File: src/rtl/irq_exception_ctrl_if.sv
`default_nettype none
// ============================================================================
//  Module      : irq_exception_ctrl_if
//  Description : Bundle of request/response signals between the ID-stage
//                pipeline logic (master) and the interrupt/exception
//                controller (slave).
//  Revision    : 1.0 - initial release
// ============================================================================
interface irq_exception_ctrl_if #(
    parameter int N_IRQ = 4,
    parameter int ID_W  = (N_IRQ > 1) ? $clog2(N_IRQ) : 1
);
    // Pipeline -> controller
    logic [N_IRQ-1:0] irq_in;
    logic             mask_wr;
    logic [N_IRQ-1:0] mask_wdata;
    logic             irq_clr;
    logic [ID_W-1:0]  irq_clr_id;
    logic             ill_op;
    logic [31:0]      id_pc;
    logic             kernel;
    logic             stall;
    logic             eret;

    // Controller -> pipeline
    logic             trap_take;
    logic [1:0]       trap_kind;
    logic [31:0]      trap_vector;
    logic [31:0]      epc;
    logic [ID_W-1:0]  irq_id;
    logic [N_IRQ-1:0] irq_pending;
    logic             busy;
    logic [15:0]      trap_cnt;

    modport master (
        output irq_in, mask_wr, mask_wdata, irq_clr, irq_clr_id,
               ill_op, id_pc, kernel, stall, eret,
        input  trap_take, trap_kind, trap_vector, epc, irq_id,
               irq_pending, busy, trap_cnt
    );

    modport slave (
        input  irq_in, mask_wr, mask_wdata, irq_clr, irq_clr_id,
               ill_op, id_pc, kernel, stall, eret,
        output trap_take, trap_kind, trap_vector, epc, irq_id,
               irq_pending, busy, trap_cnt
    );
endinterface
`default_nettype wire

File: src/rtl/irq_exception_ctrl.sv
`default_nettype none
// ============================================================================
//  Module      : irq_exception_ctrl
//  Description : Multi-source maskable interrupt controller arbitrated
//                against the decoder's illegal-instruction flag. Issues a
//                combinational one-cycle trap request, captures EPC and
//                tracks handler occupancy until ERET.
//  Revision    : 1.0 - initial release
// ============================================================================
module irq_exception_ctrl #(
    parameter int               N_IRQ     = 4,
    parameter logic [N_IRQ-1:0] IRQ_EDGE  = {N_IRQ{1'b1}},
    parameter logic [N_IRQ-1:0] MASK_INIT = {N_IRQ{1'b1}},
    parameter logic [31:0]      IRQ_VEC   = 32'h8000_0004,
    parameter logic [31:0]      EXC_VEC   = 32'h8000_0008
) (
    input  wire logic              clk,
    input  wire logic              reset,
    irq_exception_ctrl_if.slave    bus
);

    localparam int         ID_W      = (N_IRQ > 1) ? $clog2(N_IRQ) : 1;
    localparam logic [1:0] KIND_NONE = 2'b00;
    localparam logic [1:0] KIND_IRQ  = 2'b01;
    localparam logic [1:0] KIND_EXC  = 2'b10;

    typedef enum logic [0:0] {
        S_IDLE    = 1'b0,
        S_HANDLER = 1'b1
    } state_t;

    state_t           state_q, state_d;
    logic [N_IRQ-1:0] pend_q, pend_d;
    logic [N_IRQ-1:0] prev_q;
    logic [N_IRQ-1:0] mask_q;
    logic [31:0]      epc_q, epc_d;
    logic [15:0]      cnt_q, cnt_d;

    logic [N_IRQ-1:0] active;
    logic [ID_W-1:0]  irq_id_w;
    logic             take_w;
    logic [1:0]       kind_w;
    logic [31:0]      vector_w;

    // Per-source pending next-state: edge sources latch a rising edge and
    // hold it until cleared (a new edge beats a same-cycle clear); level
    // sources simply follow the input one cycle late.
    for (genvar i = 0; i < N_IRQ; i++) begin : g_src
        if (IRQ_EDGE[i]) begin : g_edge
            logic rise, clr_hit;
            assign rise    = bus.irq_in[i] & ~prev_q[i];
            assign clr_hit = bus.irq_clr && (bus.irq_clr_id == ID_W'(i));
            assign pend_d[i] = rise ? 1'b1 : (clr_hit ? 1'b0 : pend_q[i]);
        end else begin : g_level
            assign pend_d[i] = bus.irq_in[i];
        end
    end

    assign active = pend_q & mask_q;

    // Lowest enabled pending index wins; zero when nothing is active.
    always_comb begin
        irq_id_w = '0;
        for (int k = N_IRQ - 1; k >= 0; k--) begin
            if (active[k]) begin
                irq_id_w = ID_W'(k);
            end
        end
    end

    // Source history, pending and mask registers.
    always_ff @(posedge clk or posedge reset) begin
        if (reset) begin
            prev_q <= '0;
            pend_q <= '0;
            mask_q <= MASK_INIT;
        end else begin
            prev_q <= bus.irq_in;
            pend_q <= pend_d;
            if (bus.mask_wr) begin
                mask_q <= bus.mask_wdata;
            end
        end
    end

    // FSM state, EPC and trap counter registers.
    always_ff @(posedge clk or posedge reset) begin
        if (reset) begin
            state_q <= S_IDLE;
            epc_q   <= '0;
            cnt_q   <= '0;
        end else begin
            state_q <= state_d;
            epc_q   <= epc_d;
            cnt_q   <= cnt_d;
        end
    end

    // Trap arbitration and handler tracking. Interrupts outrank an illegal
    // op in the same cycle; an interrupted instruction re-executes so EPC
    // is its own PC, while a faulting one resumes at the next instruction.
    always_comb begin
        state_d  = state_q;
        epc_d    = epc_q;
        cnt_d    = cnt_q;
        take_w   = 1'b0;
        kind_w   = KIND_NONE;
        vector_w = '0;
        case (state_q)
            S_IDLE: begin
                if (!bus.kernel && !bus.stall) begin
                    if (|active) begin
                        take_w   = 1'b1;
                        kind_w   = KIND_IRQ;
                        vector_w = IRQ_VEC;
                        epc_d    = bus.id_pc;
                    end else if (bus.ill_op) begin
                        take_w   = 1'b1;
                        kind_w   = KIND_EXC;
                        vector_w = EXC_VEC;
                        epc_d    = bus.id_pc + 32'd4;
                    end
                end
                if (take_w) begin
                    state_d = S_HANDLER;
                    if (cnt_q != 16'hFFFF) begin
                        cnt_d = cnt_q + 16'd1;
                    end
                end
            end
            S_HANDLER: begin
                if (bus.eret) begin
                    state_d = S_IDLE;
                end
            end
            default: begin
                state_d = S_IDLE;
            end
        endcase
    end

    assign bus.trap_take   = take_w;
    assign bus.trap_kind   = kind_w;
    assign bus.trap_vector = vector_w;
    assign bus.epc         = epc_q;
    assign bus.irq_id      = irq_id_w;
    assign bus.irq_pending = pend_q;
    assign bus.busy        = (state_q == S_HANDLER);
    assign bus.trap_cnt    = cnt_q;

endmodule
`default_nettype wire

File: src/flat_wrapper.sv
// flat-port wrapper written by rule: the top's interface ports become plain ports
module irq_exception_ctrl_flat 
#(
    parameter int               N_IRQ     = 4,
    parameter logic [N_IRQ-1:0] IRQ_EDGE  = {N_IRQ{1'b1}},
    parameter logic [N_IRQ-1:0] MASK_INIT = {N_IRQ{1'b1}},
    parameter logic [31:0]      IRQ_VEC   = 32'h8000_0004,
    parameter logic [31:0]      EXC_VEC   = 32'h8000_0008
)
  (clk, reset, bus_irq_in, bus_mask_wr, bus_mask_wdata, bus_irq_clr, bus_irq_clr_id, bus_ill_op, bus_id_pc, bus_kernel, bus_stall, bus_eret, bus_trap_take, bus_trap_kind, bus_trap_vector, bus_epc, bus_irq_id, bus_irq_pending, bus_busy, bus_trap_cnt);
  irq_exception_ctrl_if #(.N_IRQ(N_IRQ)) bus_i ();
  input  wire logic clk;
  input  wire logic reset;
  input wire logic [$bits(bus_i.irq_in)-1:0] bus_irq_in;
  input wire logic [$bits(bus_i.mask_wr)-1:0] bus_mask_wr;
  input wire logic [$bits(bus_i.mask_wdata)-1:0] bus_mask_wdata;
  input wire logic [$bits(bus_i.irq_clr)-1:0] bus_irq_clr;
  input wire logic [$bits(bus_i.irq_clr_id)-1:0] bus_irq_clr_id;
  input wire logic [$bits(bus_i.ill_op)-1:0] bus_ill_op;
  input wire logic [$bits(bus_i.id_pc)-1:0] bus_id_pc;
  input wire logic [$bits(bus_i.kernel)-1:0] bus_kernel;
  input wire logic [$bits(bus_i.stall)-1:0] bus_stall;
  input wire logic [$bits(bus_i.eret)-1:0] bus_eret;
  output wire logic [$bits(bus_i.trap_take)-1:0] bus_trap_take;
  output wire logic [$bits(bus_i.trap_kind)-1:0] bus_trap_kind;
  output wire logic [$bits(bus_i.trap_vector)-1:0] bus_trap_vector;
  output wire logic [$bits(bus_i.epc)-1:0] bus_epc;
  output wire logic [$bits(bus_i.irq_id)-1:0] bus_irq_id;
  output wire logic [$bits(bus_i.irq_pending)-1:0] bus_irq_pending;
  output wire logic [$bits(bus_i.busy)-1:0] bus_busy;
  output wire logic [$bits(bus_i.trap_cnt)-1:0] bus_trap_cnt;
  assign bus_i.irq_in = bus_irq_in;
  assign bus_i.mask_wr = bus_mask_wr;
  assign bus_i.mask_wdata = bus_mask_wdata;
  assign bus_i.irq_clr = bus_irq_clr;
  assign bus_i.irq_clr_id = bus_irq_clr_id;
  assign bus_i.ill_op = bus_ill_op;
  assign bus_i.id_pc = bus_id_pc;
  assign bus_i.kernel = bus_kernel;
  assign bus_i.stall = bus_stall;
  assign bus_i.eret = bus_eret;
  assign bus_trap_take = bus_i.trap_take;
  assign bus_trap_kind = bus_i.trap_kind;
  assign bus_trap_vector = bus_i.trap_vector;
  assign bus_epc = bus_i.epc;
  assign bus_irq_id = bus_i.irq_id;
  assign bus_irq_pending = bus_i.irq_pending;
  assign bus_busy = bus_i.busy;
  assign bus_trap_cnt = bus_i.trap_cnt;
  irq_exception_ctrl #(.N_IRQ(N_IRQ), .IRQ_EDGE(IRQ_EDGE), .MASK_INIT(MASK_INIT), .IRQ_VEC(IRQ_VEC), .EXC_VEC(EXC_VEC)) u_core (.clk(clk), .reset(reset), .bus(bus_i));
endmodule
File: config.mk
export PLATFORM = sky130hd
export DESIGN_NAME = irq_exception_ctrl_flat
export DESIGN_NICKNAME = d
export VERILOG_FILES = /design/src/rtl/irq_exception_ctrl_if.sv /design/src/rtl/irq_exception_ctrl.sv /design/src/flat_wrapper.sv
export SDC_FILE = /design/constraint.sdc
export NUM_CORES = 1
export LEC_CHECK = 0
export ABC_CLOCK_PERIOD_IN_PS = 5200
export CORE_MARGIN = 2
export CORE_UTILIZATION = 47
export DETAILED_ROUTE_END_ITERATION = 6
export GPL_ROUTABILITY_DRIVEN = 0
export GPL_TIMING_DRIVEN = 0
export PLACE_DENSITY = 0.93
export SETUP_SLACK_MARGIN = 0.5
export SYNTH_ARGS = -nofsm -noshare
export SYNTH_HDL_FRONTEND = slang
export SYNTH_SLANG_ARGS = --single-unit
File: constraint.sdc
create_clock -name clk -period 5.2 [get_ports clk]
set_input_delay 1.04 -clock clk [delete_from_list [all_inputs] [get_ports clk]]
set_output_delay 1.04 -clock clk [all_outputs]
set_load 0.02 [all_outputs]
# Word-level counts from Yosys, hierarchy flattened
# Index checks and enable logic that the tools add are counted.
[totals] regBits=61 inputBits=50 out_inout_bits=90 word_cells=71
[classes] muxes=30 eq_ne=4 bitwise_logic=10 n_addsub=2 n_reduce_logical=16
[op_table] op="$mux 32" n=6
[op_table] op="$add 32x3->32 const B" n=1
[op_table] op="$add 16x1->16 const B" n=1
[op_table] op="$mux 2" n=8
[op_table] op="$ne 16x16->1 const B" n=1
[op_table] op="$mux 1" n=15
[op_table] op="$reduce_bool 2->1" n=5
[op_table] op="$reduce_and 3->1" n=2
[op_table] op="$logic_and 1x1->1" n=5
[op_table] op="$not 1->1" n=5
[op_table] op="$and 1x1->1" n=4
[op_table] op="$and 4x4->4" n=1
[op_table] op="$eq 2x2->1 const B" n=2
[op_table] op="$reduce_or 4->1" n=1
[op_table] op="$eq 2x1->1 const B" n=1
[op_table] op="$logic_not 1->1" n=2
[op_table] op="$logic_not 2->1" n=1
[op_table] op="$pmux 1 s2" n=1

# Longest topological paths before layout
[logic_depth] depth_word=7 ltp_mapped=7 depth_no_buf=6

# Worst setup path before layout
# Ideal clock, no wire load.
[synth_timing] path_kind="input port to output port" start="input port bus_stall" end="output port bus_trap_vector[2]" required_ns=4.160 path_stages=3 path_buffers=1 setup_slack_ns=2.249 arrival_time_ns=1.911 cell_sequence="nor3_2 nor2b_1 buf_4"
[synth_between] elab_chain_cells=4
[synth_lines] element="from (decl)" line="flat_wrapper.sv:22" source="input wire logic [$bits(bus_i.stall)-1:0] bus_stall;"
[synth_lines] element="$logic_not 1->1" line="irq_exception_ctrl.sv:111" source="if (!bus.kernel && !bus.stall) begin"
[synth_lines] element="$logic_and 1x1->1" line="irq_exception_ctrl.sv:111"
[synth_lines] element="$mux 32" line="irq_exception_ctrl.sv:111"
[synth_lines] element="$mux 32" line="irq_exception_ctrl.sv:109" source="case (state_q)"
[synth_lines] element="to (decl)" line="flat_wrapper.sv:26" source="output wire logic [$bits(bus_i.trap_vector)-1:0] bus_trap_vector;"
# Every way passes these cells.

# Final worst setup path
[layout_timing] start="input port bus_ill_op" end="output port bus_trap_take"
[layout_between] elab_chain_cells=5
[layout_lines] element="from (decl)" line="flat_wrapper.sv:19" source="input wire logic [$bits(bus_i.ill_op)-1:0] bus_ill_op;"
[layout_lines] element="$mux 1" line="irq_exception_ctrl.sv:117" source="end else if (bus.ill_op) begin"
[layout_lines] element="$mux 1" line="irq_exception_ctrl.sv:112" source="if (|active) begin"
[layout_lines] element="$mux 1" line="irq_exception_ctrl.sv:111"
[layout_lines] element="$mux 1 (2 in a row)" line="irq_exception_ctrl.sv:109"
[layout_lines] element="to (decl)" line="flat_wrapper.sv:24" source="output wire logic [$bits(bus_i.trap_take)-1:0] bus_trap_take;"
# Every way passes these cells. The select of a mux whose other input is x is not followed.

==> results.json <==
{
  "busiest_layer": "met2",
  "hp-class": "reg2reg",
  "synth_commonest_cells": "dfrtp_1, nand2_1, buf_4, o21ai_0, xor2_1",
  "cpLargestDelayFamily": "buffers and inverters",
  "grt_max_degree": 36,
  "worstSetupEndpointType": "output port",
  "grt_pass1_vias": 2944,
  "cts-buffers-inserted": 9,
  "path_class": "in2out",
  "drv_cap": 0,
  "synthArstFlopShare": 1.00,
  "worstMarginPinSlew_ns": 0.592,
  "met1_usage": 0.265,
  "synth-main-ff-cell": "dfrtp_1",
  "initial_core_util": 0.488,
  "clkLatencyLatePin_ns": 0.33,
  "path_clk_slew_ns": 0.07,
  "n_fill_cell": 504,
  "cp.arrival_ns": 2.96,
  "final_layout_size_suffix_gt1_frac": 0.158,
  "dp_hpwl_mm": 6.40,
  "hold_viol_final": 0,
  "yosys-top-cells-area": "dfrtp_1, buf_4, xor2_1, nand2_1, o21ai_0",
  "drv_slew": 0,
  "synth_top_area_frac": 0.425,
  "rsz0062_at_grt": "no",
  "met2_usage": 0.390,
  "yosys.area.top_type": "dfrtp_1",
  "clockRootBuffer": "clkbuf_8",
  "vias_per_cell": 4.94,
  "track_usage": 0.219,
  "final-setup-viol-count": 0,
  "crit_fanout": 10,
  "max-vdd-ir-drop_uv": 341,
  "fp-row-count": 30,
  "portBuffers": 110,
  "setup-tns-final_ns": 0,
  "cts.sinks": 61,
  "cpMostUsedCell": "clkdlybuf4s50_1",
  "timing.max_slew.rel_slack": 0.605,
  "synth_warnings": 0,
  "slowest_delay_ns": 0.54,
  "ant_nets": 0,
  "synth-seq-cells": 61,
  "cp_cell_sequence": "clkdlybuf4s50_1 -> o31ai_4 -> buf_6 -> buf_2 -> inv_1 -> clkdlybuf4s50_1",
  "critPathLaunchType": "input port",
  "worstPathRequired_ns": 4.16,
  "postCtsHoldBufs": 0,
  "fmax_ghz": 0.250,
  "route.detailed.wl_per_inst_um": 13.9,
  "powerDensity_mw_per_mm2": 327,
  "syn_area_per_cell_sq_um": 9.75,
  "final.min_clock_period_ns": 4.00,
  "dpl_cell_area_sq_mm": 0.00470,
  "gr-total-overflow": 0,
  "mappedNetlistArea_sq_mm": 0.00335,
  "outcome": "finished clean",
  "vias": 2939,
  "yosysUniqueCellTypes": 44,
  "slowest_stage": "clkdlybuf4s50_1",
  "cts_tree": "done",
  "die_area_sq_mm": 0.00783,
  "multi_input_area_sq_mm": 0.00158,
  "p_leak_uw": 0.00214,
  "cts_max_level": 3,
  "die_x_um": 88.5,
  "cts_resized": 0,
  "drtIter0Drc": 77,
  "synth_edf_count": 0,
  "fin_skew_ns": 0.0140,
  "coreArea_sq_mm": 0.00687,
  "grt_pass1_wl_mm": 13.5,
  "area_growth_pct": 45.9,
  "ff_latch_area_sq_mm": 0.00153,
  "n_antenna_cell": 0,
  "design_area_sq_mm": 0.00489,
  "yosysSeqAreaShare": 0.457,
  "routed_wirelength_mm": 8.24,
  "stdcell_count": 595,
  "post_cts_buffers": 0,
  "syn-instance-count": 344,
  "final_util": 0.712,
  "drc": 0,
  "antenna_found_initial": 0,
  "post-route-period-util": 0.769,
  "place_inst": 579,
  "synth.most_common_cell": "dfrtp_1",
  "crit_buf_inv": 5,
  "chipHeight_um": 88.5,
  "dr.pass1.iters": 4,
  "clk_path_buf_depth": 2,
  "fin_nets": 546,
  "met3_usage": 0.0448,
  "io-pin-count": 140
}
## area by class of cell
cell class | instances | area share
Sequential cell | 61 | 0.313
Tap cell | 96 | 0.0245
Clock inverter | 4 | 0.00972
Timing Repair Buffer | 111 | 0.229
Clock buffer | 12 | 0.0297
Inverter | 12 | 0.00920
Buffer | 43 | 0.0621
Multi-Input combinational cell | 256 | 0.323
## state kept, by name, summed over array words and instances (netlist names)
| name | cells |
|---|---|
| u_core.bus.epc | 32 |
| u_core.prev_q | 4 |
| u_core.mask_q | 4 |
| u_core.bus.busy | 1 |
| u_core.bus.trap_cnt | 16 |
| u_core.bus.irq_pending | 4 |
## placed cells by master, fill, tap and decap left out, types with 4 or more instances in the layout
cell type	synthesis	layout
clkdlybuf4s50_1	0	110
dfrtp_1	57	57
nand2_1	48	48
buf_4	32	32
o21ai_0	30	30
conb_1	1	29
xor2_1	26	26
nand3_1	20	20
nand4_1	19	19
xnor2_1	16	16
inv_1	11	10
and3_1	10	10
clkbuf_8	0	10
o21ai_1	7	7
buf_2	6	6
and2_1	6	6
nor2_1	6	6
and4_1	6	6
mux2_2	5	5
clkbuf_1	3	5
dfstp_2	4	4
## path summary, 6_finish.rpt
kind                                        from                        end  slack, ns  depth (start not counted)
worst max-delay path                  bus_ill_op              bus_trap_take       1.20                          6
worst min-delay path            u_core.prev_q[3]  u_core.bus.irq_pending[3]       0.42                          1
worst max register to register  u_core.mask_q[3]    u_core.bus.trap_cnt[15]       3.32                          5
worst min register to register  u_core.prev_q[3]  u_core.bus.irq_pending[3]       0.42                          1
max in group asynchronous                  reset           u_core.mask_q[3]       3.44                          3
min in group asynchronous                  reset         u_core.bus.epc[24]       1.11                          2
## cell families (layout without fill, tap and decap cells)
logic type | Yosys count | after routing | share of synthesized area
AO/OA/AOI/OAI | 47 | 47 | 0.0869
other | 1 | 29 | 0.00112
multiplexers | 7 | 7 | 0.0242
flip-flops | 61 | 61 | 0.457
AND/OR/NAND/NOR | 129 | 129 | 0.210
buffers and inverters | 55 | 182 | 0.104
XOR/XNOR | 42 | 42 | 0.110
adder cells (fa/ha/maj) | 2 | 2 | 0.00746
## through the flow
step           hold WS (ns)  setup slack, ns  total power [uW]
4_1_cts               0.424             1.18              1610
2_1_floorplan         0.400             2.25               915
3_3_place_gp          0.401             1.20              1170
3_5_place_dp          0.407             1.18              1190
6_report              0.417             1.20              1600
5_1_grt               0.443             1.13              1680
## layer usage
metal	vias up	part of all wire
met5	-	0
met4	0	0.0070
met3	6	0.053
met2	94	0.53
met1	1405	0.41
li1	1434	-
## report_power, final
group          internal, uW  leakage [uW]  switching (uW)  total, uW
combinational           269       0.00129             281        549
clock                   233     0.0000964             182        415
sequential              566      0.000751            68.5        635
No activity file was read; power rests on OpenSTA's default activity.
